`config.mk`:
```
export PLATFORM = sky130hd
export DESIGN_NAME = serial_add_sequencer
export DESIGN_NICKNAME = d
export VERILOG_FILES = /design/src/rtl/serial_add_pkg.sv /design/src/rtl/bit_full_adder.sv /design/src/rtl/serial_add_sequencer.sv
export SDC_FILE = /design/constraint.sdc
export NUM_CORES = 1
export LEC_CHECK = 0
export BUFFER_PORTS_ARGS = -buffer_cell sky130_fd_sc_hd__buf_2
export CORE_ASPECT_RATIO = 1.75
export CORE_MARGIN = 4
export CORE_UTILIZATION = 42
export CTS_BUF_LIST = sky130_fd_sc_hd__clkbuf_8
export DETAILED_ROUTE_END_ITERATION = 10
export HOLD_SLACK_MARGIN = 0.15
export PLACE_DENSITY = 0.72
export SKIP_CTS_REPAIR_TIMING = 1
export SYNTH_ARGS = -nofsm -noshare
export SYNTH_HDL_FRONTEND = slang
export SYNTH_SLANG_ARGS = --single-unit
```
`constraint.sdc`:
```
create_clock -name clk -period 1.8 [get_ports clk]
set_input_delay 0.27 -clock clk [delete_from_list [all_inputs] [get_ports clk]]
set_output_delay 0.27 -clock clk [all_outputs]
set_load 0.02 [all_outputs]
```
`src/rtl/serial_add_pkg.sv`:
```
// Shared types and constants for the bit-serial add sequencer.
package serial_add_pkg;

    localparam int STATE_W       = 2;
    localparam int DEFAULT_WIDTH = 8;

    typedef enum logic [STATE_W-1:0] {
        IDLE  = 2'd0,
        SHIFT = 2'd1,
        DONE  = 2'd2
    } state_t;

endpackage

```
`src/rtl/bit_full_adder.sv`:
```
// Single combinational full-adder cell shared across every bit position.
module bit_full_adder (
    input  logic a,
    input  logic b,
    input  logic ci,
    output logic s,
    output logic co
);

    assign s  = a ^ b ^ ci;
    assign co = (a & b) | (b & ci) | (a & ci);

endmodule

```
`src/rtl/serial_add_sequencer.sv`:
```
// Valid/ready bit-serial adder: one full-adder cell, LSB-first, WIDTH cycles per op.
// Optional macro SERIAL_ADD_SUB_EN adds the sub port (a - b via ~b and carry-in 1).
module serial_add_sequencer
    import serial_add_pkg::*;
#(
    parameter int WIDTH = DEFAULT_WIDTH
) (
    input  logic             clk,
    input  logic             clr,
    input  logic             in_valid,
    output logic             in_ready,
    input  logic [WIDTH-1:0] a,
    input  logic [WIDTH-1:0] b,
    input  logic             cin,
`ifdef SERIAL_ADD_SUB_EN
    input  logic             sub,
`endif
    output logic             out_valid,
    input  logic             out_ready,
    output logic [WIDTH-1:0] sum,
    output logic             cout,
    output logic             busy
);

    localparam int CNT_W = $clog2(WIDTH);
    localparam logic [CNT_W-1:0] CNT_LAST = CNT_W'(WIDTH - 1);

    state_t             state_r;
    state_t             state_next_s;
    logic               load_s;
    logic               step_s;
    logic [CNT_W-1:0]   cnt_r;
    logic [WIDTH-1:0]   a_sh_r;
    logic [WIDTH-1:0]   b_sh_r;
    logic [WIDTH-1:0]   sum_sh_r;
    logic               carry_r;
    logic               fa_s;
    logic               fa_co;
    logic [WIDTH-1:0]   b_load_s;
    logic               carry_load_s;
    logic               in_ready_r;
    logic               out_valid_r;
    logic               busy_r;

    bit_full_adder u_fa (
        .a  (a_sh_r[0]),
        .b  (b_sh_r[0]),
        .ci (carry_r),
        .s  (fa_s),
        .co (fa_co)
    );

    // Operand/carry values captured on the accepting edge.
    always_comb begin
        b_load_s     = b;
        carry_load_s = cin;
`ifdef SERIAL_ADD_SUB_EN
        if (sub) begin
            b_load_s     = ~b;
            carry_load_s = 1'b1;
        end else begin
            b_load_s     = b;
            carry_load_s = cin;
        end
`endif
    end

    // Next-state and datapath strobes.
    always_comb begin
        state_next_s = state_r;
        load_s       = 1'b0;
        step_s       = 1'b0;
        case (state_r)
            IDLE: begin
                if (in_valid) begin
                    load_s       = 1'b1;
                    state_next_s = SHIFT;
                end else begin
                    state_next_s = IDLE;
                end
            end
            SHIFT: begin
                step_s = 1'b1;
                if (cnt_r == CNT_LAST) begin
                    state_next_s = DONE;
                end else begin
                    state_next_s = SHIFT;
                end
            end
            DONE: begin
                if (out_ready) begin
                    state_next_s = IDLE;
                end else begin
                    state_next_s = DONE;
                end
            end
            default: begin
                state_next_s = IDLE;
            end
        endcase
    end

    // State register plus registered handshake/status flags decoded from next state.
    always_ff @(posedge clk or posedge clr) begin
        if (clr) begin
            state_r     <= IDLE;
            in_ready_r  <= 1'b1;
            out_valid_r <= 1'b0;
            busy_r      <= 1'b0;
        end else begin
            state_r     <= state_next_s;
            in_ready_r  <= (state_next_s == IDLE);
            out_valid_r <= (state_next_s == DONE);
            busy_r      <= (state_next_s == SHIFT);
        end
    end

    // Shift registers, carry and bit counter; the sum register doubles as the output.
    always_ff @(posedge clk or posedge clr) begin
        if (clr) begin
            a_sh_r   <= '0;
            b_sh_r   <= '0;
            sum_sh_r <= '0;
            carry_r  <= 1'b0;
            cnt_r    <= '0;
        end else if (load_s) begin
            a_sh_r   <= a;
            b_sh_r   <= b_load_s;
            carry_r  <= carry_load_s;
            cnt_r    <= '0;
        end else if (step_s) begin
            a_sh_r   <= {1'b0, a_sh_r[WIDTH-1:1]};
            b_sh_r   <= {1'b0, b_sh_r[WIDTH-1:1]};
            sum_sh_r <= {fa_s, sum_sh_r[WIDTH-1:1]};
            carry_r  <= fa_co;
            cnt_r    <= cnt_r + CNT_W'(1);
        end else begin
            a_sh_r   <= a_sh_r;
            b_sh_r   <= b_sh_r;
            sum_sh_r <= sum_sh_r;
            carry_r  <= carry_r;
            cnt_r    <= cnt_r;
        end
    end

    assign in_ready  = in_ready_r;
    assign out_valid = out_valid_r;
    assign busy      = busy_r;
    assign sum       = sum_sh_r;
    assign cout      = carry_r;

endmodule
```
==> results.yml, run 1 <==
finish:
  postLayoutCellArea_mm2: 0.00184
  layout-drive-gt1-share_pct: 26.5
  postLayoutCoreUtil_pct: 54.2
  fillCellCount: 330
  final_nets: 204
  instances_no_fill: 226
  antenna_cells: 0
  area_delta_synth_final_pct: 23.0
timing:
  slew_headroom_pct: 37.5
  fin_setup_tns_ns: 0
  finalCriticalPeriod_ns: 1.57
  hold_viol: 0
  setup_ws_ns: 0.230
  worst_pin_slew_ns: 0.936
  post-route-period-util_pct: 87.2
  rsz0062_at_grt: "no"
  maxSlewViolCount: 0
  skew_ns: 0.00657
  finalSetupViolCount: 0
  max_freq_ghz: 0.637
  whs_ns: 0.224
placed_design:
  gp_congestion: 0.736
  hpwl_um: 2230
  placedCellCount: 217
  place_ws_ns: 0.176
  io_buffers: 32
  placed_cell_area_mm2: 0.00171
floorplanning:
  rows: 28
  start_util_pct: 44.0
  die_h_um: 87.0
  dieWidth_um: 53.1
  core_mm2: 0.00340
  ioPinCount: 33
  dieArea_mm2: 0.00462
cts:
  cts_buffers: 5
  clock_latency_ns: 0.28
  htree_levels: 2
  cts_tree: "done"
  path_clk_slew_ns: 0.07
  clockRootBuffer: "clkbuf_8"
  cts_max_path_buffers: 2
  cts_num_sinks: 33
critical_path:
  rr_worst_depth: 2
  crit_path_max_fanout: 15
  r2r-start: "state_r[1]"
  r2r-end: "cnt_r[2]"
  rrSetupSlack_ns: 0.23
  required_ns: 2.02
  critical_path_class: "flip-flop to flip-flop"
  cp.arrival_ns: 1.79
  endpoint_kind: "flip-flop"
  start_kind: "flip-flop"
hold_path:
  hold_path.class: "input port to flip-flop"
  worstHoldStart: "b[7]"
  hold-path-endpoint: "b_sh_r[7]"
  whs_path_depth: 3
flow_run:
  maxCapViolCount: 0
synthesis:
  ys_seq_elements: 33
  synthFlopType: "dfrtp_1"
  yosysSeqAreaShare_pct: 55.3
  synth_area_leaders: "dfrtp_1 (54%), nand2_1 (7.3%), nor3b_1 (5.0%), o21ai_0 (3.0%), o22a_1 (2.9%)"
  synthTopCellsByCount: "dfrtp_1 (32), nand2_1 (29), nor3b_1 (10)"
  yosysTopAreaCellShare_pct: 53.5
  netlist_area_mm2: 0.00150
  syn_inst: 145
  syn_nets: 169
  synthArstFlopShare_pct: 100
  synth-warning-count: 0
  synth.most_common_cell: "dfrtp_1"
  synth_area_leader_cell: "dfrtp_1"
  avgSynthCellArea_um2: 10.3
  yosysUniqueCellTypes: 23
  synth_edf_count: 0
detailed_routing:
  num_vias: 1149
  wl_per_cell_um: 13.5
  ant_nets: 0
  drt_first_pass_iters: 2
  finalWirelength_um: 3050
  vias_per_cell: 5.08
  drtIter0Drc: 25
  drc: 0
power_and_ir_drop:
  finalPower_mw: 3.24
  vdd_drop_max_mv: 1.16
  leakagePower_nw: 0.900
  powerDensity_mw_per_mm2: 1760
global_route:
  grt_pass1_wl_um: 5330
  grt_start_max_net_pins: 34
  track_usage_pct: 15.6
  grt-ovfl-total: 0
  grt_pass1_vias: 1204
  antenna_found_initial: 0
outcome:
  status: "finished, final reports clean"
[routing by layer]
layer | up-vias | GRT usage (%) | routed length, µm
met1 | 546 | 18.4 | 1230
met5 | - | 0 | 0
met2 | 27 | 26.1 | 1590
met4 | 0 | 7.67 | 64
met3 | 5 | 3.26 | 161
li1 | 571 | - | -
[logic make-up (layout without fill, tap and decap cells)]
| kind of cell | count (synthesis) | count (layout) | synth area share [%] |
|---|---|---|---|
| simple gates | 59 | 59 | 20.4 |
| compound gates | 35 | 35 | 17.1 |
| fa+ha+maj | 3 | 3 | 3.01 |
| flops | 33 | 33 | 55.3 |
| buf+inv | 15 | 51 | 4.26 |
[flip-flops by register name, indices dropped and copies added, names as in the netlist]
name / cells
in_ready: 1
a_sh_r: 8
state_r: 2
cout: 1
cnt_r: 3
out_valid: 1
sum: 8
b_sh_r: 8
busy: 1
[worst max path at each step]
stage | startpoint | end | slack, ns | depth (start not counted)
6_report | state_r[1] | cnt_r[2] | 0.23 | 2
5_1_grt | state_r[1] | cnt_r[2] | 0.05 | 2
2_1_floorplan | cout | cout | 0.51 | 2
3_5_place_dp | in_valid | b_sh_r[1] | 0.18 | 4
3_3_place_gp | in_valid | b_sh_r[1] | 0.25 | 4
4_1_cts | state_r[1] | cnt_r[2] | 0.19 | 2
[placed cells by master (no fill, tap or decap), drive strengths merged, types with 4 or more instances in the layout]
cell,instances
o21ai,9
a221oi,4
nor2b,6
clkbuf,6
o22a,5
dfrtp,32
nor3b,10
a21oi,7
nand2b,6
inv,7
buf,36
nand2,29
nor2,4
[critical path, cell delays in order (launching register included)]
cell,delay (ns)
dfrtp_1,0.47
nor2b_1,0.76
a22o_1,0.27
[where the power goes]
part	internal, mW	switching [mW]
clock	0.445	0.260
combinational	0.545	0.723
sequential	1.08	0.192
[cell type report]
type | instances | area (µm²) | area share [%]
inverter | 6 | 22.5 | 1.22
clock inverter | 2 | 33.8 | 1.84
tap | 45 | 56.3 | 3.06
sequential | 33 | 827 | 44.9
timing repair buffer | 37 | 213 | 11.6
multi-input combinational | 97 | 606 | 32.9
clock buffer | 6 | 82.6 | 4.49
No activity file was read; power rests on OpenSTA's default activity.
==> run 2, diff against run 1 <==
--- a/config.mk
+++ b/config.mk
@@ -5,6 +5,7 @@
 export SDC_FILE = /design/constraint.sdc
 export NUM_CORES = 1
 export LEC_CHECK = 0
+export ABC_AREA = 1
 export BUFFER_PORTS_ARGS = -buffer_cell sky130_fd_sc_hd__buf_2
 export CORE_ASPECT_RATIO = 1.75
 export CORE_MARGIN = 4
@@ -12,7 +13,7 @@
 export CTS_BUF_LIST = sky130_fd_sc_hd__clkbuf_8
 export DETAILED_ROUTE_END_ITERATION = 10
 export HOLD_SLACK_MARGIN = 0.15
-export PLACE_DENSITY = 0.72
+export PLACE_DENSITY = 0.73
 export SKIP_CTS_REPAIR_TIMING = 1
 export SYNTH_ARGS = -nofsm -noshare
 export SYNTH_HDL_FRONTEND = slang
==> results.yml, run 2 <==
finish:
  final_cell_mix: "nand2_1 (51), nand3_1 (51), dfrtp_1 (32), buf_2 (32), inv_1 (7)"
  fillCellCount: 298
  layout-drive-gt1-share_pct: 23.7
  area_delta_synth_final_pct: 21.0
  final_nets: 221
  antenna_cells: 0
critical_path:
  crit_path_top_delay_cell: "dfrtp_1"
  crit_chain: "inv_1 > nand2_1 > buf_4 > nand3_1 > nand3_1"
  r2r-end: "b_sh_r[1]"
  rrSetupSlack_ns: 0.54
  rr_worst_depth: 5
  cp_top_family: "flip-flops"
  start_kind: "flip-flop"
  max_stage_delay_ns: 0.42
  worst-path-buf-inv: 2
  required_ns: 1.96
  crit_top_cell: "nand3_1"
  r2r-start: "state_r[1]"
  critical_path_class: "flip-flop to flip-flop"
  crit_path_max_fanout: 13
  endpoint_kind: "flip-flop"
  cp.arrival_ns: 1.42
floorplanning:
  die_h_um: 85.4
  start_util_pct: 44.8
  rows: 27
  dieArea_mm2: 0.00446
  ioPinCount: 33
  core_mm2: 0.00321
  dieWidth_um: 52.2
detailed_routing:
  vias_per_cell: 4.90
  finalWirelength_um: 3060
  wl_per_cell_um: 12.7
  ant_nets: 0
  drtIter0Drc: 21
  num_vias: 1182
  drt_first_pass_iters: 4
  drc: 0
timing:
  rsz0062_at_grt: "no"
  finalCriticalPeriod_ns: 1.26
  post-route-period-util_pct: 69.8
  finalSetupViolCount: 0
  slew_headroom_pct: 71.6
  maxSlewViolCount: 0
  worst_pin_slew_ns: 0.425
  hold_viol: 0
  skew_ns: 0.00879
  max_freq_ghz: 0.795
  fin_setup_tns_ns: 0
synthesis:
  synthArstFlopShare_pct: 100
  synth-warning-count: 0
  yosysSeqAreaShare_pct: 57.5
  synthTopCellsByCount: "nand2_1 (51), nand3_1 (51), dfrtp_1 (32)"
  ys_seq_elements: 33
  synth_area_leader_cell: "dfrtp_1"
  synthFlopType: "dfrtp_1"
  yosysUniqueCellTypes: 14
  syn_nets: 185
  netlist_area_mm2: 0.00144
  yosysTopAreaCellShare_pct: 55.7
  synth_edf_count: 0
  syn_inst: 161
  synth_area_leaders: "dfrtp_1 (56%), nand3_1 (18%), nand2_1 (13%), buf_4 (2.6%), dfstp_2 (1.8%)"
  avgSynthCellArea_um2: 8.94
placed_design:
  hpwl_um: 2100
  io_buffers: 32
  gp_congestion: 0.776
power_and_ir_drop:
  finalPower_mw: 2.86
  vdd_drop_max_mv: 0.762
  powerDensity_mw_per_mm2: 1640
  leakagePower_nw: 0.951
cts:
  cts_num_sinks: 33
  cts_buffers: 5
  cts_tree: "done"
  clockRootBuffer: "clkbuf_8"
  htree_levels: 2
  cts_max_path_buffers: 2
  path_clk_slew_ns: 0.06
  clock_latency_ns: 0.28
outcome:
  status: "finished, final reports clean"
global_route:
  grt_pass1_wl_um: 5160
  track_usage_pct: 15.5
  grt-ovfl-total: 0
  antenna_found_initial: 0
  grt_pass1_vias: 1209
  grt_start_max_net_pins: 34
hold_path:
  hold-path-endpoint: "b_sh_r[7]"
  hold_path.class: "input port to flip-flop"
  whs_path_depth: 3
  worstHoldStart: "b[7]"
flow_run:
  maxCapViolCount: 0
==> run 2: worst min-delay path, delay by kind of cell <==
| family | cells | cell delay (ns) |
|---|---|---|
| buffers and inverters | 1 | 0.08 |
| and+or+nand+nor | 2 | 0.08 |
==> run 2: worst max path at each step <==
stage / from / slack (ns) / cells after the start / to
5_1_grt: state_r[1] / 0.44 / 5 / a_sh_r[4]
3_5_place_dp: state_r[1] / 0.56 / 5 / cnt_r[0]
4_1_cts: state_r[1] / 0.55 / 5 / cnt_r[0]
6_report: state_r[1] / 0.54 / 5 / b_sh_r[1]
3_3_place_gp: state_r[1] / 0.62 / 5 / cnt_r[0]
2_1_floorplan: cout / 0.60 / 3 / sum[7]
==> run 2: metrics by stage <==
stage / hold WS [ns] / setup slack, ns / cells / area (µm²) / utilization (%)
detailed placement: 0.378 / 0.558 / 232 / 1650 / 51.4
finish: 0.180 / 0.543 / 241 / 1740 / 54.3
floorplan: 0.380 / 0.603 / 161 / 1440 / -
global route: 0.193 / 0.442 / 241 / 1740 / 54.3
CTS: 0.0729 / 0.551 / 240 / 1730 / 54.0
global placement: 0.377 / 0.616 / 232 / 1650 / 51.4
==> run 2: per-layer routing <==
layer,vias to the layer above,track usage [%],share of wire (%)
li1,601,-,-
met1,550,17.0,40
met2,25,27.0,53
met3,6,3.87,4.2
met4,0,6.98,2.2
met5,-,0,0
==> run 2: area by class of cell <==
cell class / count / area [µm²] / share of cell area [%]
clock buffers: 5 / 68.8 / 3.95
clock inverters: 3 / 13.8 / 0.790
inverters: 6 / 22.5 / 1.29
multi-input cells: 112 / 528 / 30.3
flip-flops and latches: 33 / 827 / 47.5
well taps: 43 / 53.8 / 3.09
repair buffers: 39 / 228 / 13.1
==> run 2: kinds of logic after synthesis <==
logic type	count (synthesis)	synth area share [%]
compound gates	3	1.04
fa+ha+maj	3	3.13
buf+inv	16	5.83
flops	33	57.5
simple gates	106	32.5
==> run 2: report_power, final <==
part           switching [mW]  internal (mW)  leakage [nW]  total (mW)
Sequential              0.175           1.05         0.420        1.23
Clock                   0.262          0.262        0.0491       0.524
Combinational           0.702          0.410         0.482        1.11
Total                    1.14           1.72         0.951        2.86
==> run 3, diff against run 2 <==
--- a/config.mk
+++ b/config.mk
@@ -13,7 +13,7 @@
 export CTS_BUF_LIST = sky130_fd_sc_hd__clkbuf_8
 export DETAILED_ROUTE_END_ITERATION = 10
 export HOLD_SLACK_MARGIN = 0.15
-export PLACE_DENSITY = 0.73
+export PLACE_DENSITY = 0.75
 export SKIP_CTS_REPAIR_TIMING = 1
 export SYNTH_ARGS = -nofsm -noshare
 export SYNTH_HDL_FRONTEND = slang
==> constraint.sdc (replaced) <==
create_clock -name clk -period 1.1 [get_ports clk]
set_input_delay 0.165 -clock clk [delete_from_list [all_inputs] [get_ports clk]]
set_output_delay 0.165 -clock clk [all_outputs]
set_load 0.02 [all_outputs]
==> results.yml, run 3 (same netlist as run 2, synthesis figures left out) <==
cts:
  cts_buffers: 5
  cts_tree: "done"
  cts_num_sinks: 33
  htree_levels: 2
  clockRootBuffer: "clkbuf_8"
  path_clk_slew_ns: 0.07
  clock_latency_ns: 0.30
  cts_max_path_buffers: 2
flow_run:
  maxCapViolCount: 0
critical_path:
  max_stage_delay_ns: 0.54
  rrSetupSlack_ns: -0.03
  crit_chain: "fa_1 > nand2_1 > o21ai_1"
  endpoint_kind: "flip-flop"
  worst-path-buf-inv: 0
  cp.arrival_ns: 1.36
  worstSetupStartpoint: "a_sh_r[0]"
  cp.depth: 3
  r2r-start: "a_sh_r[0]"
  rr_worst_depth: 3
  crit_path_max_fanout: 2
  crit_end: "sum[7]"
  crit_path_top_delay_cell: "fa_1"
  critical_path_class: "flip-flop to flip-flop"
  start_kind: "flip-flop"
  required_ns: 1.33
  cp_top_family: "adder cells"
  r2r-end: "sum[7]"
detailed_routing:
  drtIter0Drc: 37
  vias_per_cell: 5.10
  num_vias: 1347
  drt_first_pass_iters: 4
  drc: 0
  ant_nets: 0
  wl_per_cell_um: 15.3
  finalWirelength_um: 4030
global_route:
  grt_pass1_wl_um: 5170
  track_usage_pct: 15.9
  grt_start_max_net_pins: 34
  antenna_found_initial: 0
  grt-ovfl-total: 0
  grt_pass1_vias: 1204
floorplanning:
  core_mm2: 0.00321
  start_util_pct: 44.8
  die_h_um: 85.4
  dieWidth_um: 52.2
  dieArea_mm2: 0.00446
  rows: 27
  ioPinCount: 33
timing:
  post-route-period-util_pct: 103
  skew_ns: 0.00875
  hold_viol: 0
  rsz0062_at_grt: "yes"
  worst_pin_slew_ns: 0.261
  finalCriticalPeriod_ns: 1.13
  finalSetupViolCount: 2
  maxSlewViolCount: 0
  max_freq_ghz: 0.883
  setup_ws_ns: -0.0321
  slew_headroom_pct: 82.6
power_and_ir_drop:
  internal_power_mw: 3.47
  vdd_drop_max_mv: 1.29
  clkPwrFrac_pct: 16.2
  switchingPower_mw: 2.30
  powerDensity_mw_per_mm2: 2620
  switching_share_pct: 39.9
  leakagePower_nw: 1.11
  p_comb_share_pct: 47.4
  seq_power_share_pct: 36.4
hold_path:
  worstHoldStart: "b[0]"
  hold_path.class: "input port to flip-flop"
placed_design:
  io_buffers: 32
  gp_congestion: 0.771
  hpwl_um: 2110
  placedCellCount: 236
  placed_cell_area_mm2: 0.00171
outcome:
  failed_checks: "setup timing"
  status: "complete, but fails checks"
finish:
  mostFrequentLayoutCell: "nand2_1"
  area_delta_synth_final_pct: 53.1
  final_cell_mix: "nand2_1 (49), nand3_1 (36), buf_2 (31), dfrtp_1 (29), nand3_2 (15)"
  instances_no_fill: 264
  antenna_cells: 0
  final_nets: 244
  fillCellCount: 252
  multi_input_area_um2: 663
  postLayoutCellArea_mm2: 0.00220
  regArea_um2: 831
  layout-drive-gt1-share_pct: 37.6
-- run 3: power by group through the flow --
| stage | combinational (mW) | clock (mW) | sequential, mW |
|---|---|---|---|
| after global placement | 1.93 | 0 | 2.01 |
| after CTS | 1.99 | 0.944 | 2.01 |
| final | 2.73 | 0.933 | 2.10 |
| after global routing | 3.00 | 0.990 | 2.15 |
| after floorplan | 1.14 | 0 | 2.20 |
| after detailed placement | 1.98 | 0 | 2.02 |
-- run 3: layout make-up --
cell class | instances | share of cell area (%)
multi-input combinational | 112 | 30.1
clock buffer | 6 | 3.75
sequential | 33 | 37.7
tap | 43 | 2.44
inverter | 6 | 1.25
timing repair buffer | 62 | 24.4
clock inverter | 2 | 0.341
-- run 3: worst min path at each step --
stage / to / slack [ns] / cells past startpoint
after floorplan: a_sh_r[7] / 0.27 / 2
after global placement: sum[6] / 0.22 / 3
after detailed placement: b_sh_r[1] / 0.22 / 3
after CTS: b_sh_r[1] / -0.1 / 3
after global routing: cout / 0.14 / 3
final: b_sh_r[0] / 0.13 / 3
-- run 3: through the flow --
step / setup TNS [ns] / hold slack [ns] / setup WS [ns] / util (%) / power [mW]
6_report: -0.0435 / 0.127 / -0.0321 / 68.7 / 5.76
5_1_grt: -0.403 / 0.139 / -0.0813 / 68.7 / 6.14
4_1_cts: -0.0828 / -0.0981 / -0.0337 / 55.9 / 4.94
3_5_place_dp: -0.0121 / 0.219 / -0.0101 / 53.1 / 4.00
3_3_place_gp: 0 / 0.217 / 0.00674 / 53.1 / 3.94
2_1_floorplan: -0.00295 / 0.275 / -0.00295 / - / 3.34
-- run 3: per-layer routing --
layer / up-vias / share of wire [%] / track usage (%)
met5: - / 0 / 0
met4: 0 / 3.3 / 11.2
met3: 11 / 4.6 / 4.39
met2: 38 / 55 / 26.8
met1: 651 / 37 / 16.2
li1: 647 / - / -
-- run 3: tightest hold or removal path, delay by kind of cell --
family        cells  cell delay (ns)
simple gates      2             0.15
buf+inv           1             0.08
